--- src/rtl/fifo_pkg.sv ---
// Shared FIFO helpers: counter width and parameter legality check.
package fifo_pkg;

  // Width needed to hold an occupancy of 0..depth inclusive.
  function automatic int fifo_cnt_w(input int depth);
    return $clog2(depth + 1);
  endfunction

  // Depth must be a power of two >= 2 and 0 <= ae_th < af_th <= depth.
  function automatic bit fifo_params_ok(input int depth, input int af_th, input int ae_th);
    return (depth >= 2) && ((depth & (depth - 1)) == 0) &&
           (ae_th >= 0) && (ae_th < af_th) && (af_th <= depth);
  endfunction

endpackage

--- src/rtl/stream_fifo_mem.sv ---
// DEPTH x WIDTH storage: one synchronous write port, one asynchronous read
// port, whole array cleared on reset so the read port is deterministic.
module stream_fifo_mem #(
  parameter int WIDTH = 32,
  parameter int DEPTH = 16,
  localparam int AW = $clog2(DEPTH)
) (
  input  logic             clk,
  input  logic             rst_n,
  input  logic             wr_en,
  input  logic [AW-1:0]    wr_addr,
  input  logic [WIDTH-1:0] wr_data,
  input  logic [AW-1:0]    rd_addr,
  output logic [WIDTH-1:0] rd_data
);

  logic [DEPTH-1:0][WIDTH-1:0] mem;

  // Write port; reset clears every entry.
  always_ff @(posedge clk or negedge rst_n) begin
    if (!rst_n) mem <= '0;
    else if (wr_en) mem[wr_addr] <= wr_data;
  end

  assign rd_data = mem[rd_addr];

endmodule

--- src/rtl/stream_fifo.sv ---
// First-word-fall-through valid/ready FIFO using all DEPTH entries.
// Full/empty come from the occupancy counter, so no pointer-equality
// ambiguity; every output depends only on registered state.
module stream_fifo
  import fifo_pkg::*;
#(
  parameter int WIDTH = 32,
  parameter int DEPTH = 16,
  parameter int AF_TH = 14,
  parameter int AE_TH = 2,
  localparam int CW = fifo_cnt_w(DEPTH)
) (
  input  logic             clk_i,
  input  logic             rst_ni,
  input  logic             flush_i,
  input  logic             in_valid_i,
  output logic             in_ready_o,
  input  logic [WIDTH-1:0] in_data_i,
  output logic             out_valid_o,
  input  logic             out_ready_i,
  output logic [WIDTH-1:0] out_data_o,
  output logic [CW-1:0]    count_o,
  output logic             almost_full_o,
  output logic             almost_empty_o
);

  localparam int AW = $clog2(DEPTH);

  if (!fifo_params_ok(DEPTH, AF_TH, AE_TH)) begin : g_bad_params
    $error("stream_fifo: illegal DEPTH/AF_TH/AE_TH combination");
  end

  logic [AW-1:0] head, tail;
  logic [CW-1:0] count;
  logic          push, pop;

  // Ready/valid derive from count alone: no out_ready -> in_ready pass-through
  // and no in_data -> out_data bypass when empty.
  assign in_ready_o     = (count < CW'(DEPTH));
  assign out_valid_o    = (count != '0);
  assign count_o        = count;
  assign almost_full_o  = (count >= CW'(AF_TH));
  assign almost_empty_o = (count <= CW'(AE_TH));

  assign push = in_valid_i & in_ready_o;
  assign pop  = out_valid_o & out_ready_i;

  // Pointer and occupancy update; flush wins over any same-cycle transfer.
  always_ff @(posedge clk_i or negedge rst_ni) begin
    if (!rst_ni) begin
      head  <= '0;
      tail  <= '0;
      count <= '0;
    end else if (flush_i) begin
      head  <= '0;
      tail  <= '0;
      count <= '0;
    end else begin
      if (push) tail <= tail + 1'b1;
      if (pop)  head <= head + 1'b1;
      case ({push, pop})
        2'b10:   count <= count + 1'b1;
        2'b01:   count <= count - 1'b1;
        default: ;
      endcase
    end
  end

  // A push coinciding with flush is dropped, so it must not touch memory.
  stream_fifo_mem #(
    .WIDTH (WIDTH),
    .DEPTH (DEPTH)
  ) u_mem (
    .clk     (clk_i),
    .rst_n   (rst_ni),
    .wr_en   (push & ~flush_i),
    .wr_addr (tail),
    .wr_data (in_data_i),
    .rd_addr (head),
    .rd_data (out_data_o)
  );

endmodule
--- config.mk ---
export PLATFORM = sky130hd
export DESIGN_NAME = stream_fifo
export DESIGN_NICKNAME = d
export VERILOG_FILES = /design/src/rtl/fifo_pkg.sv /design/src/rtl/stream_fifo_mem.sv /design/src/rtl/stream_fifo.sv
export SDC_FILE = /design/constraint.sdc
export NUM_CORES = 1
export LEC_CHECK = 0
export CAP_MARGIN = 10
export CORE_MARGIN = 2
export CORE_UTILIZATION = 39
export CTS_BUF_LIST = sky130_fd_sc_hd__clkbuf_4
export DETAILED_ROUTE_END_ITERATION = 10
export PLACE_DENSITY_LB_ADDON = 0.12
export REMOVE_ABC_BUFFERS = 1
export SYNTH_ARGS = -nofsm -noshare
export SYNTH_HDL_FRONTEND = slang
export SYNTH_SLANG_ARGS = --single-unit
--- constraint.sdc ---
create_clock -name clk_i -period 5.25 [get_ports clk_i]
set_clock_uncertainty 0.15 [all_clocks]
set_input_delay 1.05 -clock clk_i [delete_from_list [all_inputs] [get_ports clk_i]]
set_output_delay 1.05 -clock clk_i [all_outputs]
set_load 0.05 [all_outputs]
**Word-level counts from Yosys, hierarchy flattened**

Index checks and enable logic that the tools add are counted.

- Bits in latches: 0
- Memory bits (read-only): 0
- Memories kept: 0
- Bits in writable memories: 0
- Register bits after elaboration: 525

- Divide/modulo/power cells: 0
- Add/subtract/negate cells: 4
- Multiplexer cells: 11
- Shifts and indexed selects: 0
- Equality and inequality tests: 2
- $mul: 0
- Magnitude comparators: 6
- Bitwise gates (word level): 4
- Reduce and logical (&&, ||, !) cells: 5

Operators by type and width:

| operator | count |
|---|---|
| bitwise mux 512 bit | 1 |
| binary-select mux 32 bit (select 4 bit) | 1 |
| demux 32 bit (select 4 bit) | 1 |
| 2-to-1 mux 32 bit | 2 |
| 2-to-1 mux 4 bit | 4 |
| less-than comparator 4 x 5 -> 1 bit (second input constant) | 2 |
| case mux 5 bit (2 select lines) | 1 |
| adder 4 x 1 -> 4 bit (second input constant) | 2 |
| adder 5 x 1 -> 5 bit (second input constant) | 1 |
| greater-or-equal comparator 5 x 4 -> 1 bit (second input constant) | 1 |
| less-or-equal comparator 5 x 2 -> 1 bit (second input constant) | 1 |
| less-than comparator 5 bit (second input constant) | 1 |
| 2-to-1 mux 5 bit | 1 |
| nonzero test 5 bit | 1 |
| subtractor 5 x 1 -> 5 bit (second input constant) | 1 |
| greater-or-equal comparator 4 x 1 -> 1 bit (second input constant) | 1 |
| nonzero test 2 bit | 2 |
| bitwise AND 1 bit | 3 |
| nonzero test 3 bit | 1 |
| equality test 2 x 1 -> 1 bit (second input constant) | 1 |
| equality test 2 bit (second input constant) | 1 |
| logical AND 1 bit | 1 |
| NOT 1 bit | 1 |

**Depth between registers and ports, before layout**

Gate-level depths: netlist (run 1).

- Depth in word-level cells: 5
- Depth in mapped cells: 9
- Mapped depth without buffers: 8

**Cells and area by module**

Synthesis (run 1) repeated with hierarchy kept, for this count alone.

- Cells, all modules: 1,502
- Area total of the unflattened synthesis: 23,741.5 µm²

By module, submodules not included:

| module | cells an instance | instances | area an instance (µm²) |
|---|---|---|---|
| stream_fifo_mem | 1,406 | 1 | 22,853.2 |
| stream_fifo | 96 | 1 | 888.4 |

**Least setup slack after synthesis (run 1)**

Ideal clock, no wire load.

- Path type: flip-flop to output port
- Start: reg count[4], in the netlist count_o[4]
- End: out almost_empty_o
- Setup slack: 1.778 ns
- Cell stages (with the launch flop): 4
- Data required time: 4.050 ns
- Data arrival time: 2.272 ns
- Cell sequence: dfrtp_1 -> or2_2 -> clkbuf_1 -> a211oi_1

- Word-level cells in the longest chain between the ends: 1

Ends and longest elaborated chain:

| item | line | source |
|---|---|---|
| from (decl) | stream_fifo.sv:34 | `logic [CW-1:0] count;` |
| from (signal assigned) | stream_fifo.sv:62 | `2'b10: count <= count + 1'b1;` |
| from (signal assigned) | stream_fifo.sv:63 | `2'b01: count <= count - 1'b1;` |
| less-or-equal comparator 5 x 2 -> 1 bit | stream_fifo.sv:43 | `assign almost_empty_o = (count <= CW'(AE_TH));` |
| to (decl) | stream_fifo.sv:24 | `output logic almost_empty_o` |

No other way between the ends.

**Worst setup path after layout (run 1)**

- Start: reg head[0]
- End: out out_data_o[3]

- Word-level cells in the longest chain between the ends: 2

Ends and longest elaborated chain:

| item | line | source |
|---|---|---|
| from (decl) | stream_fifo.sv:33 | `logic [AW-1:0] head, tail;` |
| from (signal assigned) | stream_fifo.sv:60 | `if (pop) head <= head + 1'b1;` |
| binary-select mux 32 bit (select 4 bit) | stream_fifo_mem.sv:25 | `assign rd_data = mem[rd_addr];` |
| 2-to-1 mux 32 bit (not written as such) | stream_fifo_mem.sv:25 |  |
| to (decl) | stream_fifo.sv:21 | `output logic [WIDTH-1:0] out_data_o,` |

No other way between the ends. The select of a mux whose other input is x is not followed.

==> impl_metrics.yaml, run 1 <==
clock_network:
  ctsRootBufferMaster: "sky130_fd_sc_hd__clkbuf_4"
  clk_latency_ns: 0.96
  ctsResizeCount: 0
  ctsLongestPathBuffers: 3
  cts_tree: "yes"
  cts-buffers-inserted: 146
  numClockSinks: 525
  cts-htree-levels: 4
  cts.clk_slew.worst_paths_ns: 0.06
place:
  routability_congestion: 0.708
  dpl.cell_count: 2189
  detailedPlace.worstSlack_ns: 0.977
  io_buffer_count: 77
  place.detailed.hpwl_mm: 31.5
setup_path:
  r2r-end: "u_mem.mem[333]"
  cp.arrival_ns: 3.83
  startpoint_types: "register"
  worst-r2r-cell-count: 5
  critical_path.endpoint_type: "primary output"
  start_of_the_worst_register_to_register_path: "count_o[4]"
  cp_data_required_time_ns: 4.05
  setup.reg_to_reg.worst_slack_ns: 2.21
  path_max_fanout: 29
  timing_worst_setup_path_type: "reg -> out"
worst_hold_path:
  worstHoldPathType: "reg -> reg"
  worstHoldEndpoint: "u_mem.mem[480]"
  critical_hold_path_startpoint: "u_mem.mem[480]"
  holdPathStages: 1
sta:
  achievable-frequency_mhz: 199
  final-hold-violation-count: 0
  summed_negative_setup_slack_over_all_endpoints_ns: 0
  final.period_utilization: 0.958
  setup_viol: 0
  final_min_period_ns: 5.03
  setup_repair_after_global_routing_missed_its_margin: "false"
  final-max-slew-violation-count: 0
  finalWorstSetupSlack_ns: 0.221
  max-slew-margin-rel: 0.336
  max_slew.worst_pin.slew_ns: 0.996
synthesis:
  synth-seq-cells: 525
  netlist_area_before_placement_um2: 23800
  average_cell_area_after_synthesis_um2: 16.8
  synth_sequential_area_ratio: 0.551
  synthesis_warning_total: 0
  netlist-cell-type-count: 42
  number_of_cells_produced_by_synthesis: 1420
finish:
  drive_gt1_frac: 0.277
  nNetsFinal: 1601
  post-route-util: 0.453
  layoutNonFillerInstCount: 2435
  area_delta_synth_final_pct: 14.9
floorplan:
  design.portCount: 78
  floorplan.initialDensity: 0.395
  die_width_um: 251
  core_region_area_um2: 60400
  core.rowCount: 90
  fp.dieArea_um2: 63100
  die_h_um: 251
global_routing:
  antenna_found_initial: 2
  globalRouteTotalUtil: 0.197
  globalRoute.totalOverflow: 0
  first_pass_grt_wire_length_mm: 91.9
  grt_start_max_net_pins: 139
  first_global_vias: 14800
pwr:
  p_int_uw: 8210
  ratio_of_total_power_to_cell_area_nw_per_um2: 448
  combinational_fraction_of_design_power: 0.300
  p_clk_frac: 0.302
  leakage_uw: 0.0132
  maximum_vdd_ir_drop_v: 0.000320
  switching_share: 0.331
  pwr-share-seq: 0.397
  total_switching_power_uw: 4060
drt:
  route.antenna.remaining_nets: 0
  avgViaCountPerCell: 5.45
  vias: 13300
  drt_iter0_markers: 667
  number_of_remaining_drc_errors: 0
  route.detailed.wl_per_inst_um: 24.2
  wl_mm: 58.9
  firstDrtPassIters: 4
status:
  outcome: "complete, no violations"
job:
  max_cap_violations: 0
## repair_timing
| item | CTS | global route |
|---|---|---|
| endpoints found under the setup margin | 29 | 0 |
| buffers inserted | 1 | 0 |
| hold buffers | 1 | 0 |
| endpoints found under the hold margin | 96 | 0 |
## synth_stat cells, drive strengths merged
library cell / count / share of area
xnor2: 2 / 0.00074
mux2i: 2 / 0.00084
nand2: 6 / 0.00095
nand4: 2 / 0.00052
or2: 2 / 0.00053
o21ai: 2 / 0.00058
nor3: 3 / 0.00063
a21oi: 5 / 0.0010
a311oi: 1 / 0.00037
a211oi: 1 / 0.00032
a21o: 1 / 0.00032
inv: 4 / 0.00063
clkbuf: 54 / 0.0085
and3: 1 / 0.00026
xor2: 5 / 0.0018
o211ai: 4 / 0.0015
buf: 74 / 0.019
o31ai: 1 / 0.00032
a21boi: 1 / 0.00032
mux4: 160 / 0.15
nor2b: 5 / 0.0013
mux2: 513 / 0.24
or3: 2 / 0.00052
nor2: 11 / 0.0018
a31o: 2 / 0.00074
or4: 1 / 0.00032
dfrtp: 525 / 0.55
a41oi: 1 / 0.00037
nand2b: 1 / 0.00026
and4: 4 / 0.0015
nand3: 17 / 0.0057
ha: 7 / 0.0037
## how the worst max path moves through the flow
stage / slack, ns / end / startpoint
after floorplan: -2.23 / out_data_o[0] / head[0]
after global placement: 0.97 / out_data_o[11] / head[0]
after detailed placement: 0.98 / out_data_o[9] / head[0]
after CTS: 0.07 / out_data_o[3] / head[0]
after global routing: 0.01 / out_data_o[3] / head[0]
final: 0.22 / out_data_o[3] / head[0]
## cell usage in the layout, fill, tap and decap left out, types with 2 or more instances in the layout
cell type and n:
sky130_fd_sc_hd__a21oi_1 5, sky130_fd_sc_hd__a31o_2 2, sky130_fd_sc_hd__and4_2 4, sky130_fd_sc_hd__buf_12 22, sky130_fd_sc_hd__buf_4 17, sky130_fd_sc_hd__bufinv_16 3, sky130_fd_sc_hd__clkbuf_4 217, sky130_fd_sc_hd__clkdlybuf4s50_1 76
sky130_fd_sc_hd__clkinv_1 16, sky130_fd_sc_hd__clkinvlp_4 2, sky130_fd_sc_hd__dfrtp_1 521, sky130_fd_sc_hd__dfrtp_4 3, sky130_fd_sc_hd__diode_2 2, sky130_fd_sc_hd__ha_1 7, sky130_fd_sc_hd__inv_1 3, sky130_fd_sc_hd__inv_2 5
sky130_fd_sc_hd__mux2_1 509, sky130_fd_sc_hd__mux2_2 4, sky130_fd_sc_hd__mux2i_1 2, sky130_fd_sc_hd__mux4_2 160, sky130_fd_sc_hd__nand2_1 6, sky130_fd_sc_hd__nand3_1 5, sky130_fd_sc_hd__nand3_2 10, sky130_fd_sc_hd__nand3_4 2
sky130_fd_sc_hd__nand4_1 2, sky130_fd_sc_hd__nor2_1 10, sky130_fd_sc_hd__nor2b_1 5, sky130_fd_sc_hd__nor3_1 3, sky130_fd_sc_hd__o211ai_1 3, sky130_fd_sc_hd__or3_1 2, sky130_fd_sc_hd__xnor2_1 2, sky130_fd_sc_hd__xor2_1 5
## through the flow
stage | total power, µW | hold WS [ns] | cell area [µm²]
2_1_floorplan | 7500 | 0.302 | 23200
3_3_place_gp | 8630 | 0.312 | 25500
4_1_cts | 12500 | 0.333 | 27400
6_report | 12300 | 0.329 | 27400
5_1_grt | 12900 | 0.346 | 27400
3_5_place_dp | 8670 | 0.319 | 25500
## critical path: stages, from the launching register on
cell                              delay (ns)
sky130_fd_sc_hd__dfrtp_4                0.69
sky130_fd_sc_hd__buf_12                 0.33
sky130_fd_sc_hd__mux4_2                 0.54
sky130_fd_sc_hd__mux4_2                 0.54
sky130_fd_sc_hd__clkdlybuf4s50_1        0.73
## power groups by stage
stage | clock network [µW] | logic (µW) | registers, µW
finish | 3710 | 3680 | 4870
global route | 4100 | 3910 | 4940
CTS | 3860 | 3760 | 4870
detailed placement | 0 | 3700 | 4970
global placement | 0 | 3670 | 4960
floorplan | 0 | 2390 | 5120
## routing by layer
layer	track usage	routed length, µm
met5	0	0
met4	0.0585	955
met3	0.0494	2500
met2	0.313	28200
met1	0.267	27300
## cells by family after synthesis
logic type | synth area share
flip-flops | 0.551
AND/OR/NAND/NOR | 0.0143
XOR/XNOR | 0.00257
AO/OA/AOI/OAI | 0.00583
buffers and inverters | 0.0279
multiplexers | 0.394
adder cells (fa/ha/maj) | 0.00368
## sequential cells by signal (all words and copies together) (netlist names)
signal / flops
tail: 4
u_mem.mem: 512
count_o: 5
head: 4
## layout make-up
cell class / count / area (µm²)
diodes: 2 / 5.00
clock buffers: 217 / 1630
clock inverters: 25 / 180
fillers: 5344 / 33000
inverters: 4 / 15.0
multi-input cells: 763 / 10100
flip-flops and latches: 525 / 13200
well taps: 782 / 978
repair buffers: 117 / 1350
Note: power is estimated with default switching activity, not from simulation.
==> run 2, diff against run 1 <==
- SKIP_CTS_REPAIR_TIMING: default -> 1
==> impl_metrics.yaml, run 2 (synthesis gave the netlist of run 1 again) <==
clock_network:
  ctsRootBufferMaster: "sky130_fd_sc_hd__clkbuf_4"
  cts-htree-levels: 4
  cts-buffers-inserted: 146
  ctsLongestPathBuffers: 3
  cts_tree: "yes"
  clk_latency_ns: 0.96
  numClockSinks: 525
  cts.clk_slew.worst_paths_ns: 0.06
drt:
  route.detailed.wl_per_inst_um: 24.2
  highest_layer: "met4"
  routedLengthMet1_mm: 27.5
  met2WireLength_mm: 28.2
  vias: 13200
  avgViaCountPerCell: 5.43
  met3_length_mm: 2.42
  route.antenna.remaining_nets: 0
  drt_iter0_markers: 681
  firstDrtPassIters: 6
  number_of_remaining_drc_errors: 0
  wl_mm: 59.0
setup_path:
  startpoint_types: "register"
  path_common_cell: "sky130_fd_sc_hd__mux4_2"
  timing_worst_setup_path_type: "reg -> out"
  cp.arrival_ns: 3.84
  cpLargestDelayFamily: "multiplexers"
  worst_path_largest_cell_delay_ns: 0.73
  worstPathCellList: "buf_12 > mux4_2 > mux4_2 > clkdlybuf4s50_1"
  cp_num_buf_inv: 2
  path_max_fanout: 29
  critical_path.endpoint_type: "primary output"
  cpMaxStageDelayCell: "sky130_fd_sc_hd__clkdlybuf4s50_1"
  cp_data_required_time_ns: 4.05
pwr:
  p_int_uw: 8210
  switching_share: 0.331
  leakage_uw: 0.0132
  total_switching_power_uw: 4070
  maximum_vdd_ir_drop_v: 0.000320
  pwr-share-seq: 0.397
  combinational_fraction_of_design_power: 0.301
  p_clk_frac: 0.303
  ratio_of_total_power_to_cell_area_nw_per_um2: 448
place:
  place.detailed.hpwl_mm: 31.5
  io_buffer_count: 77
  routability_congestion: 0.708
  detailedPlace.worstSlack_ns: 0.977
global_routing:
  first_global_vias: 14700
  globalRoute.totalOverflow: 0
  first_pass_grt_wire_length_mm: 91.8
  grt_start_max_net_pins: 139
  antenna_found_initial: 2
  globalRouteTotalUtil: 0.196
finish:
  post-route-util: 0.453
  max_flop_register: "u_mem.mem"
  area_delta_synth_final_pct: 14.9
  mostFrequentLayoutCell: "sky130_fd_sc_hd__dfrtp_1"
  drive_gt1_frac: 0.277
  nNetsFinal: 1601
  mostFrequentLayoutCells: "sky130_fd_sc_hd__dfrtp_1, sky130_fd_sc_hd__mux2_1, sky130_fd_sc_hd__clkbuf_4"
  largest_reg_flops: 512
worst_hold_path:
  worstHoldPathType: "reg -> reg"
job:
  max_cap_violations: 0
sta:
  max-slew-margin-rel: 0.335
  finalWorstSetupSlack_ns: 0.212
  max_slew.worst_pin.slew_ns: 0.998
  setup_repair_after_global_routing_missed_its_margin: "false"
  final.period_utilization: 0.960
  final-hold-violation-count: 0
  final_min_period_ns: 5.04
  setup_viol: 0
  final-max-slew-violation-count: 0
  achievable-frequency_mhz: 198
  summed_negative_setup_slack_over_all_endpoints_ns: 0
floorplan:
  core_region_area_um2: 60400
  die_h_um: 251
  floorplan.initialDensity: 0.395
  fp.dieArea_um2: 63100
  design.portCount: 78
  core.rowCount: 90
  die_width_um: 251
status:
  outcome: "complete, no violations"
## run 2: stage by stage
step | hold WS (ns) | instance area (µm²) | power, µW | std cells
2_1_floorplan | 0.302 | 23200 | 7500 | 1292
3_3_place_gp | 0.312 | 25500 | 8630 | 2189
3_5_place_dp | 0.319 | 25500 | 8670 | 2189
4_1_cts | -0.0821 | 27300 | 12500 | 2431
5_1_grt | 0.346 | 27400 | 12900 | 2434
6_report | 0.330 | 27400 | 12300 | 2435
## run 2: final cells by class
class                           count  area, µm²
Inverter                            4       15.0
Tap cell                          782        978
Antenna cell                        2       5.00
Clock buffer                      217       1630
Timing Repair Buffer              117       1350
Multi-Input combinational cell    763      10100
Fill cell                        5344      33000
Sequential cell                   525      13200
Clock inverter                     25        180
## run 2: routing by layer
metal	vias up	GRT usage
li1	5709	-
met1	7182	0.268
met2	250	0.311
met3	90	0.0494
met4	0	0.0585
met5	-	0
## run 2: final timing paths
path                           startpoint        endpoint  slack (ns)  cells after the start
max                               head[0]   out_data_o[3]        0.21                      4
max in group asynchronous          rst_ni  u_mem.mem[428]        3.06                      3
min                        u_mem.mem[497]  u_mem.mem[497]        0.33                      1
min reg2reg                u_mem.mem[497]  u_mem.mem[497]        0.33                      1
min in group asynchronous          rst_ni  u_mem.mem[137]        0.56                      2
max reg2reg                    count_o[4]  u_mem.mem[333]        2.20                      5
## run 2: worst register-to-register path, cell delays in order (launching register included)
cell	delay (ns)
sky130_fd_sc_hd__dfrtp_1	0.42
sky130_fd_sc_hd__nand2b_1	0.19
sky130_fd_sc_hd__nor2_2	0.43
sky130_fd_sc_hd__nand3_2	0.87
sky130_fd_sc_hd__buf_4	0.51
sky130_fd_sc_hd__mux2_1	0.32
## run 2: power groups by stage
stage                     registers, µW  clock network, µW  logic (µW)
final                              4870               3710        3690
after global routing               4940               4100        3910
after CTS                          4900               3860        3710
after detailed placement           4970                  0        3700
after global placement             4960                  0        3670
after floorplan                    5120                  0        2390
==> run 3, diff against run 2 <==
- ABC_AREA: default -> 1
==> impl_metrics.yaml, run 3 <==
synthesis:
  synth.most_common_cell: "sky130_fd_sc_hd__dfrtp_1"
  netlist_area_before_placement_um2: 24100
  post_synth_most_frequent_cells: "sky130_fd_sc_hd__dfrtp_1, sky130_fd_sc_hd__nand2_1, sky130_fd_sc_hd__o21ai_0"
  synth-seq-cells: 525
  netlist-cell-type-count: 36
  synth_xor_xnor_area_share: 0
  synth_async_sr_flop_share: 1.00
  synthesis_warning_total: 0
  netlist.top_cell.by_area: "sky130_fd_sc_hd__dfrtp_1"
  yosys.area_share.simple: 0.147
  synth_fa_ha_area_frac: 0.00364
  synth_top_family_by_area: "compound AO/OA/AOI/OAI gates"
  yosys_most_used_dff: "sky130_fd_sc_hd__dfrtp_1"
  average_cell_area_after_synthesis_um2: 8.76
  number_of_cells_produced_by_synthesis: 2745
  synth_sequential_area_ratio: 0.546
  synth.mux.area_fraction: 0
  post_synthesis_compound_gate_area_fraction: 0.238
  biggest_area_contributors_in_the_synthesized_netlist: "sky130_fd_sc_hd__dfrtp_1, sky130_fd_sc_hd__o21ai_0, sky130_fd_sc_hd__nand2_1"
  synth-edff-count: 0
  synth_top_area_share: 0.546
sta:
  setup_viol: 0
  final-max-slew-violation-count: 0
  setup_repair_after_global_routing_missed_its_margin: "true"
  final.period_utilization: 0.964
  final-hold-violation-count: 0
  achievable-frequency_mhz: 198
  max_slew.worst_pin.slew_ns: 1.01
  final_min_period_ns: 5.06
  max-slew-margin-rel: 0.329
setup_path:
  timing_worst_setup_path_type: "reg -> out"
  r2r-end: "u_mem.mem[332]"
  startpoint_types: "register"
  critical_path.endpoint_type: "primary output"
  worst-r2r-cell-count: 7
  cp.arrival_ns: 3.86
  cp_data_required_time_ns: 4.05
  start_of_the_worst_register_to_register_path: "count_o[4]"
  path_max_fanout: 122
  setup.reg_to_reg.worst_slack_ns: 2.38
drt:
  route.antenna.remaining_nets: 0
  drt_iter0_markers: 1690
  firstDrtPassIters: 5
  vias: 19800
  number_of_remaining_drc_errors: 0
  avgViaCountPerCell: 5.37
  wl_mm: 71.6
  route.detailed.wl_per_inst_um: 19.4
place:
  place_area_um2: 25300
  routability_congestion: 0.796
  place.detailed.hpwl_mm: 37.4
  dpl.cell_count: 3424
  io_buffer_count: 77
floorplan:
  core_region_area_um2: 61400
  core.rowCount: 91
  die_width_um: 252
  design.portCount: 78
  fp.dieArea_um2: 63700
  die_h_um: 252
  floorplan.initialDensity: 0.392
clock_network:
  cts_tree: "yes"
  ctsRootBufferMaster: "sky130_fd_sc_hd__clkbuf_4"
  cts.clk_slew.worst_paths_ns: 0.06
  cts-buffers-inserted: 146
  clk_latency_ns: 0.98
  numClockSinks: 525
  ctsLongestPathBuffers: 3
  cts-htree-levels: 4
pwr:
  maximum_vdd_ir_drop_v: 0.000328
  leakage_uw: 0.0124
  ratio_of_total_power_to_cell_area_nw_per_um2: 483
global_routing:
  first_global_vias: 19600
  globalRoute.totalOverflow: 0
  first_pass_grt_wire_length_mm: 113
  globalRouteTotalUtil: 0.230
  grt_start_max_net_pins: 123
  antenna_found_initial: 2
worst_hold_path:
  holdPathStages: 2
  worstHoldEndpoint: "u_mem.mem[472]"
  worstHoldPathType: "reg -> reg"
  critical_hold_path_startpoint: "u_mem.mem[472]"
finish:
  finalInstanceArea_um2: 27300
  mostFrequentLayoutCell: "sky130_fd_sc_hd__dfrtp_1"
  nNetsFinal: 2828
  largest_reg_flops: 512
  layoutNonFillerInstCount: 3690
  mostFrequentLayoutCells: "sky130_fd_sc_hd__dfrtp_1, sky130_fd_sc_hd__nand2_1, sky130_fd_sc_hd__o21ai_0"
  max_flop_register: "u_mem.mem"
  area_delta_synth_final_pct: 13.4
  drive_gt1_frac: 0.147
status:
  outcome: "complete, no violations"
job:
  max_cap_violations: 0
==> run 3: cell types whose count changed after synthesis, sizes merged, moves of 90 or more <==
cell / delta
o21ai: +720
mux2: -513
nand2: +507
nor2: +262
mux4: -160
a21oi: +129
inv: +113
clkbuf: +90
o211ai: +90
==> run 3: cell families (layout without fill, tap and decap cells) <==
group	after synthesis	count (layout)
simple gates	844	844
fa+ha+maj	7	7
compound gates	1015	1015
other cells	0	4
buf+inv	354	505
flops	525	525
==> run 3: per-layer routing <==
metal	wire, µm	global-route usage	up-vias
met5	0	0	-
met2	33100	0.363	530
li1	-	-	9486
met1	33600	0.316	9685
met4	1150	0.0697	0
met3	3800	0.0510	107
==> run 3: critical path, cell delays in order (launching register included) <==
cell and delay, ns:
sky130_fd_sc_hd__dfrtp_4 0.78, sky130_fd_sc_hd__buf_12 0.47, sky130_fd_sc_hd__o21ai_0 0.19, sky130_fd_sc_hd__o221ai_1 0.32, sky130_fd_sc_hd__nand3_1 0.11, sky130_fd_sc_hd__nand2_1 0.11, sky130_fd_sc_hd__clkdlybuf4s50_1 0.81
==> run 3: where the power goes <==
group	total [µW]	internal [µW]	leakage, µW	switching, µW
Sequential	5010	4640	0.00684	367
Clock	3920	2160	0.00116	1760
Combinational	4250	1380	0.00440	2870
Total	13200	8180	0.0124	5000
==> run 3: worst max-delay path by stage <==
stage	start	endpoint	slack, ns	depth (start not counted)
6_report	head[0]	out_data_o[2]	0.19	6
5_1_grt	head[0]	out_data_o[17]	-0.02	7
4_1_cts	head[1]	out_data_o[31]	0.001	7
3_5_place_dp	head[1]	out_data_o[31]	1.11	7
3_3_place_gp	head[1]	out_data_o[31]	1.11	7
2_1_floorplan	head[0]	out_data_o[12]	-4.45	5
==> run 3: cell type report <==
class | instances | area, µm²
clock inverter | 39 | 282
tap | 790 | 988
antenna | 4 | 10.0
clock buffer | 221 | 1660
fill | 6048 | 34100
inverter | 118 | 455
multi-input combinational | 1866 | 9360
timing repair buffer | 127 | 1370
sequential | 525 | 13200
==> run 3: through the flow <==
stage / total power [µW] / TNS (ns) / utilization / hold WS (ns) / setup WS, ns
after floorplan: 7870 / -144.67 / - / 0.298 / -4.45
after global placement: 9260 / 0 / 0.412 / 0.309 / 1.11
after detailed placement: 9320 / 0 / 0.412 / 0.314 / 1.11
after CTS: 13300 / 0 / 0.444 / -0.0936 / 0.00139
after global routing: 14000 / -0.0315 / 0.444 / 0.344 / -0.0225
final: 13200 / 0 / 0.444 / 0.326 / 0.187
